**src/rtl/except_arbiter_if.sv**
```systemverilog
// Trap delivery bus from the exception arbiter to the CSR/exception unit.
interface except_arbiter_if;
  logic        exception_valid;
  logic [3:0]  exception;
  logic [31:0] PC;
  logic [31:0] instr;

  modport master (
    output exception_valid,
    output exception,
    output PC,
    output instr
  );

  modport slave (
    input exception_valid,
    input exception,
    input PC,
    input instr
  );
endinterface

```
**src/rtl/except_arbiter.sv**
```systemverilog
// Oldest-first exception arbiter: issue one trap, then kill for a drain window.
// Optional EXCEPT_STATS_EN macro adds the trap_count statistics counter.
module except_arbiter #(
  parameter int DRAIN_CYCLES = 3
) (
  input  logic               clk,
  input  logic               rst_n,
  input  logic               if_ex_valid,
  input  logic [31:0]        if_pc,
  input  logic               id_ex_valid,
  input  logic [3:0]         id_ex_code,
  input  logic [31:0]        id_pc,
  input  logic [31:0]        id_instr,
  input  logic               mem_ex_valid,
  input  logic               mem_is_store,
  input  logic [31:0]        mem_pc,
  input  logic [31:0]        mem_instr,
  except_arbiter_if.master   csr,
  output logic               kill,
  output logic               busy,
  output logic [15:0]        trap_count
);

  localparam logic [3:0] DRAIN_LD = 4'(DRAIN_CYCLES);

  typedef enum logic [1:0] {
    IDLE,
    ISSUE,
    DRAIN
  } state_t;

  state_t      state;
  state_t      state_nx;
  logic [3:0]  cnt;
  logic        req;
  logic [3:0]  code_sel;
  logic [31:0] pc_sel;
  logic [31:0] instr_sel;

  assign req = if_ex_valid | id_ex_valid | mem_ex_valid;

  // mem is the oldest instruction in flight, fetch the youngest
  always_comb begin
    code_sel  = 4'd0;
    pc_sel    = 32'd0;
    instr_sel = 32'd0;
    priority case (1'b1)
      mem_ex_valid: begin
        code_sel  = mem_is_store ? 4'd6 : 4'd4;
        pc_sel    = mem_pc;
        instr_sel = mem_instr;
      end
      id_ex_valid: begin
        code_sel  = id_ex_code;
        pc_sel    = id_pc;
        instr_sel = id_instr;
      end
      if_ex_valid: begin
        code_sel  = 4'd0;
        pc_sel    = if_pc;
        instr_sel = 32'd0;
      end
      default: ;
    endcase
  end

  always_comb begin
    state_nx = state;
    unique case (state)
      IDLE:    if (req) state_nx = ISSUE;
      ISSUE:   state_nx = DRAIN;
      DRAIN:   if (cnt == 4'd1) state_nx = IDLE;
      default: state_nx = IDLE;
    endcase
  end

  always_ff @(posedge clk or negedge rst_n) begin
    if (!rst_n) begin
      state <= IDLE;
    end else begin
      state <= state_nx;
    end
  end

  // Status outputs are flopped from the next state
  always_ff @(posedge clk or negedge rst_n) begin
    if (!rst_n) begin
      csr.exception_valid <= 1'b0;
      kill                <= 1'b0;
      busy                <= 1'b0;
    end else begin
      csr.exception_valid <= (state_nx == ISSUE);
      kill                <= (state_nx != IDLE);
      busy                <= (state_nx != IDLE);
    end
  end

  always_ff @(posedge clk or negedge rst_n) begin
    if (!rst_n) begin
      cnt <= 4'd0;
    end else if (state == ISSUE) begin
      cnt <= DRAIN_LD;
    end else if (state == DRAIN) begin
      cnt <= cnt - 4'd1;
    end
  end

  always_ff @(posedge clk or negedge rst_n) begin
    if (!rst_n) begin
      csr.exception <= 4'd0;
      csr.PC        <= 32'd0;
      csr.instr     <= 32'd0;
    end else if (state == IDLE && req) begin
      csr.exception <= code_sel;
      csr.PC        <= pc_sel;
      csr.instr     <= instr_sel;
    end
  end

`ifdef EXCEPT_STATS_EN
  always_ff @(posedge clk or negedge rst_n) begin
    if (!rst_n) begin
      trap_count <= 16'd0;
    end else if (state == ISSUE) begin
      trap_count <= trap_count + 16'd1;
    end
  end
`else
  assign trap_count = 16'd0;
`endif

endmodule

```
**src/flat_wrapper.sv**
```systemverilog
// flat-port wrapper written by rule: the top's interface ports become plain ports
module except_arbiter_flat 
#(
  parameter int DRAIN_CYCLES = 3
)
  (clk, rst_n, if_ex_valid, if_pc, id_ex_valid, id_ex_code, id_pc, id_instr, mem_ex_valid, mem_is_store, mem_pc, mem_instr, kill, busy, trap_count, csr_exception_valid, csr_exception, csr_PC, csr_instr);
  except_arbiter_if csr_i ();
  input  logic clk;
  input  logic rst_n;
  input  logic if_ex_valid;
  input  logic [31:0] if_pc;
  input  logic id_ex_valid;
  input  logic [3:0] id_ex_code;
  input  logic [31:0] id_pc;
  input  logic [31:0] id_instr;
  input  logic mem_ex_valid;
  input  logic mem_is_store;
  input  logic [31:0] mem_pc;
  input  logic [31:0] mem_instr;
  output logic kill;
  output logic busy;
  output logic [15:0] trap_count;
  output wire logic [$bits(csr_i.exception_valid)-1:0] csr_exception_valid;
  output wire logic [$bits(csr_i.exception)-1:0] csr_exception;
  output wire logic [$bits(csr_i.PC)-1:0] csr_PC;
  output wire logic [$bits(csr_i.instr)-1:0] csr_instr;
  assign csr_exception_valid = csr_i.exception_valid;
  assign csr_exception = csr_i.exception;
  assign csr_PC = csr_i.PC;
  assign csr_instr = csr_i.instr;
  except_arbiter #(.DRAIN_CYCLES(DRAIN_CYCLES)) u_core (.clk(clk), .rst_n(rst_n), .if_ex_valid(if_ex_valid), .if_pc(if_pc), .id_ex_valid(id_ex_valid), .id_ex_code(id_ex_code), .id_pc(id_pc), .id_instr(id_instr), .mem_ex_valid(mem_ex_valid), .mem_is_store(mem_is_store), .mem_pc(mem_pc), .mem_instr(mem_instr), .csr(csr_i), .kill(kill), .busy(busy), .trap_count(trap_count));
endmodule
```
**config.mk**
```make
export PLATFORM = sky130hd
export DESIGN_NAME = except_arbiter_flat
export DESIGN_NICKNAME = d
export VERILOG_FILES = /design/src/rtl/except_arbiter_if.sv /design/src/rtl/except_arbiter.sv /design/src/flat_wrapper.sv
export SDC_FILE = /design/constraint.sdc
export NUM_CORES = 1
export LEC_CHECK = 0
export BUFFER_PORTS_ARGS = -buffer_cell sky130_fd_sc_hd__buf_2
export CORE_AREA = 2 2 103 105
export DETAILED_ROUTE_END_ITERATION = 8
export DIE_AREA = 0 0 105 107
export PLACE_DENSITY_LB_ADDON = 0.25
export SLEW_MARGIN = 20
export SYNTH_ARGS = -nofsm -noshare
export SYNTH_HDL_FRONTEND = slang
export SYNTH_SLANG_ARGS = --single-unit
```
**constraint.sdc**
```tcl
create_clock -name clk -period 3.5 [get_ports clk]
set_input_delay 0.175 -clock clk [delete_from_list [all_inputs] [get_ports clk]]
set_output_delay 0.175 -clock clk [all_outputs]
set_load 0.03 [all_outputs]
```
# ---- Yosys cells after proc, flatten, opt, wreduce, memory -nomap -nowiden
# Index checks and enable logic that the tools add are counted.
# W data, S select, Z words.
dict set report classes {
  n_bitwise 2
  reduce_logical 4
  n_eq_ne 4
  addsub 1
  n_mux 13
}
# cell n
set ops {}
lappend ops {{$mux W32} 5}
lappend ops {{$mux W4} 4}
lappend ops {{$mux W2} 3}
lappend ops {{$pmux W2 S3} 1}
lappend ops {{$eq A2 B1 Y1 const B} 2}
lappend ops {{$eq A4 B1 Y1 const B} 1}
lappend ops {{$reduce_bool A2 Y1} 2}
lappend ops {{$sub A4 B1 Y4 const B} 1}
lappend ops {{$eq A2 B2 Y1 const B} 1}
lappend ops {{$logic_not A2 Y1} 1}
lappend ops {{$or A1 B1 Y1} 2}
lappend ops {{$logic_and A1 B1 Y1} 1}
dict set report totals {
  elab_cells 31
  ff_bits 76
  inputBits 170
}

# ---- Logic depth before layout (Yosys ltp)
dict set report depth {
  ltp_word 5
  ltp_mapped 8
  depth_no_buf 5
}

# ---- Worst setup path after synthesis
# No wires, ideal clock.
dict set report synth_path {
  path_kind {flip-flop to flip-flop}
  start {register u_core.state[0]}
  end {register u_core.csr.exception_valid}
  synth_period_minus_slack_ns 1.657
  setup_ns 0.107
  t_arrival_ns 1.550
  setup_slack_ns 1.843
  stages_incl_launch_ff 7
  path_cell_list {dfrtp_1 -> inv_1 -> ha_1 -> o31ai_4 -> buf_6 -> a31o_1 -> a2111oi_4}
}
dict set report synth_via {
  elab_chain_cells 3
}
# item line
set synth_rtl {}
lappend synth_rtl {{from (decl)} except_arbiter.sv:32} ;# state_t state;
lappend synth_rtl {{from (signal assigned)} except_arbiter.sv:81} ;# state <= state_nx;
lappend synth_rtl {{$eq A2 B2 Y1, or another cell as far along} except_arbiter.sv:69} ;# unique case (state)
lappend synth_rtl {{$pmux W2 S3 *} except_arbiter.sv:69}
lappend synth_rtl {{$eq A2 B1 Y1 *} except_arbiter.sv:92} ;# csr.exception_valid <= (state_nx == ISSUE);
lappend synth_rtl {{to (signal assigned)} except_arbiter.sv:92}
lappend synth_rtl {{to (decl)} except_arbiter_if.sv:9} ;# output exception_valid,
# Mark *: on every way between the ends. The rest lies on a longest branch, timed or not.
# A chain may end at the register's enable or synchronous reset.

# ---- Worst setup path in the final report
dict set report layout_path {
  start {register u_core.state[0]}
  end {register u_core.csr.PC[0]}
}
dict set report layout_via {
  elab_chain_cells 2
}
# item line
set layout_rtl {}
lappend layout_rtl {{$logic_not A2 Y1} except_arbiter.sv:113} ;# end else if (state == IDLE && req) begin
lappend layout_rtl {{$logic_and A1 B1 Y1} except_arbiter.sv:113}
lappend layout_rtl {{to (signal assigned)} except_arbiter.sv:115} ;# csr.PC <= pc_sel;
lappend layout_rtl {{to (decl)} except_arbiter_if.sv:11} ;# output PC,
# Every way passes these cells.

==> flow_metrics.env <==
export IMPL_fmax_mhz=556.1
export IMPL_ant_nets=0
export IMPL_cts_root_buffer="clkbuf_8"
export IMPL_drt_wl_total_um=11380
export IMPL_netlist_top_cells_area="dfrtp_1 (48%), a221oi_1 (7.1%), nand2_1 (6.8%)"
export IMPL_grt_start_max_net_pins=139
export IMPL_worstSetupPathType="register to register"
export IMPL_portBuffers=240
export IMPL_vias=3857
export IMPL_cts_sinks=76
export IMPL_drv_slew=0
export IMPL_post_route_period_util=0.5138
export IMPL_outcome="complete, but fails checks"
export IMPL_start_util=0.3924
export IMPL_core_area_sq_um=10090
export IMPL_ys_seq_area_frac=0.4803
export IMPL_post_cts_buffers=0
export IMPL_cts_max_level=3
export IMPL_worst_setup_path_end_kind="register"
export IMPL_fin_nets=800
export IMPL_cp_max_fo=138
export IMPL_hold_buffers=0
export IMPL_grt_pass1_wl_um=17280
export IMPL_maxCapViolations=0
export IMPL_whs_ps=-19.09
export IMPL_overflow=0
export IMPL_drc=0
export IMPL_hold_class="input pin to asynchronous set/reset pin"
export IMPL_setup_viol=0
export IMPL_netlist_area_leader_share=0.4803
export IMPL_syn_inst=409
export IMPL_async_reset_ff_frac=1.000
export IMPL_synthFlopType="dfrtp_1"
export IMPL_gp_congestion=0.8531
export IMPL_cts_tree="yes"
export IMPL_p_leak_nw=2.692
export IMPL_skew_ps=6.601
export IMPL_grt_usage=0.1945
export IMPL_worstPathArrival_ps=2030
export IMPL_die_area_sq_um=11240
export IMPL_max_vdd_ir_drop_mv=0.3593
export IMPL_clk_latency_ps=340
export IMPL_fp_dieH_um=107
export IMPL_synth_edf_count=0
export IMPL_rsz0062_at_grt="false"
export IMPL_vias_per_cell=5.042
export IMPL_hold_viol_final=27
export IMPL_drtIter0Drc=251
export IMPL_period_needed_ps=1798
export IMPL_firstDrtPassIters=6
export IMPL_synth_area_per_cell_sq_um=9.682
export IMPL_cellPowerDensity_nw_per_um2=831.1
export IMPL_drt_wirelength_per_cell_um=14.87
export IMPL_yosys_warnings=0
export IMPL_violations="hold timing"
export IMPL_fp_row_count=37
export IMPL_die_width_um=105
export IMPL_clk_pin_slew_ps=70
export IMPL_antenna_found_initial=1
export IMPL_synth_most_common_cell="dfrtp_1"
export IMPL_cts_made_buffers=9
export IMPL_synth_commonest_cells="dfrtp_1 (76), nand2_1 (72), o21ai_0 (40)"
export IMPL_required_ps=3730
export IMPL_synth_cell_types=31
export IMPL_clk_path_buf_depth=2
export IMPL_netlist_area_sq_um=3960
export IMPL_syn2layout_area_growth_pct=33.43
export IMPL_cp_start_kind="register"
export IMPL_slew_headroom=0.3577
export IMPL_drive_above_1_share=0.4172
export IMPL_yosys_area_top_type="dfrtp_1"
export IMPL_cts_resized=0
export IMPL_tightest_slew_ps=963.4
export IMPL_yosys_register_bits=76
export IMPL_p_total_mw=4.391
export IMPL_io_pins=257
export IMPL_hpwl_um=8343
export IMPL_fin_tns_setup_ps=0
export IMPL_grt_pass1_vias=3574
export IMPL_final_util=0.5236
==> layout by cell type (no fill, tap or decap), types with 4 or more instances in the layout <==
cell type	Yosys	layout
a21oi_1	4	4
a221oi_1	32	32
a22oi_1	32	32
buf_2	16	238
buf_4	23	5
clkbuf_8	0	11
conb_1	1	16
dfrtp_1	76	76
ha_1	6	6
inv_1	5	5
nand2_1	72	72
nor2b_1	36	34
o21ai_0	40	40
o31ai_1	32	32
==> metrics by stage <==
stage          instance area (sq um)  worst slack (ps)  instances  hold WS (ps)
3_3_place_gp                    5110              1601        749         391.3
4_1_cts                         5279              1686        764         13.79
2_1_floorplan                   4016              1843        424        -120.6
6_report                        5284              1702        765        -19.09
5_1_grt                         5284              1529        765         57.68
3_5_place_dp                    5110              1478        749         399.6
==> final cells by class <==
type                            instances  area (sq um)
Antenna cell                            1         2.502
Clock buffer                           13         158.9
Clock inverter                          2         10.01
Fill cell                             996          4808
Inverter                                5         18.77
Multi-Input combinational cell        288          1773
Sequential cell                        76          1902
Tap cell                              136         170.2
Timing Repair Buffer                  244          1249
==> cells by family after synthesis <==
family                     synth area share
AOI/OAI and AO/OA                    0.2727
adders and majority gates           0.01896
buffers and inverters               0.08752
DFF                                  0.4803
other                             0.0009470
and+or+nand+nor                      0.1397
==> path summary, 6_finish.rpt <==
kind,from,to,slack (ps),depth (start not counted)
worst max-delay path,u_core.state[0]$_DFF_PN0_,u_core.csr.PC[0]$_DFFE_PN0P_,1700,5
worst min-delay path,rst_n,u_core.csr.PC[19]$_DFFE_PN0P_,-20,1
worst max register to register,u_core.state[0]$_DFF_PN0_,u_core.csr.PC[0]$_DFFE_PN0P_,1700,5
worst min register to register,u_core.csr.instr[18]$_DFFE_PN0P_,u_core.csr.instr[18]$_DFFE_PN0P_,480,2
max in group asynchronous,rst_n,u_core.csr.instr[14]$_DFFE_PN0P_,2890,1
min in group clk,id_ex_code[0],u_core.csr.exception[0]$_DFFE_PN0P_,80,3
==> per-layer routing <==
layer / vias up / share of wire / global-route usage
li1: 1879 / - / -
met1: 1778 / 0.42 / 0.2439
met2: 193 / 0.49 / 0.3186
met3: 7 / 0.084 / 0.04681
met4: 0 / 0.0085 / 0.08857
met5: - / 0 / 0
==> report_power, final <==
| part | switching [mW] | total, mW | internal (mW) |
|---|---|---|---|
| combinational | 1.58 | 2.29 | 0.711 |
| sequential | 0.221 | 1.50 | 1.28 |
| clock | 0.301 | 0.592 | 0.291 |
==> critical path, cell delays in order, from the launching register on <==
cell	delay [ps]
dfrtp_1	450
inv_1	190
ha_1	270
o31ai_4	110
buf_12	280
o31ai_1	330
==> sequential cells by signal, indices dropped and copies added (netlist names) <==
register                    flops
u_core.kill                     1
u_core.csr.PC                  32
u_core.csr.exception_valid      1
u_core.cnt                      4
u_core.csr.instr               32
u_core.csr.exception            4
u_core.state                    2
No activity file was read; power rests on OpenSTA's default activity.
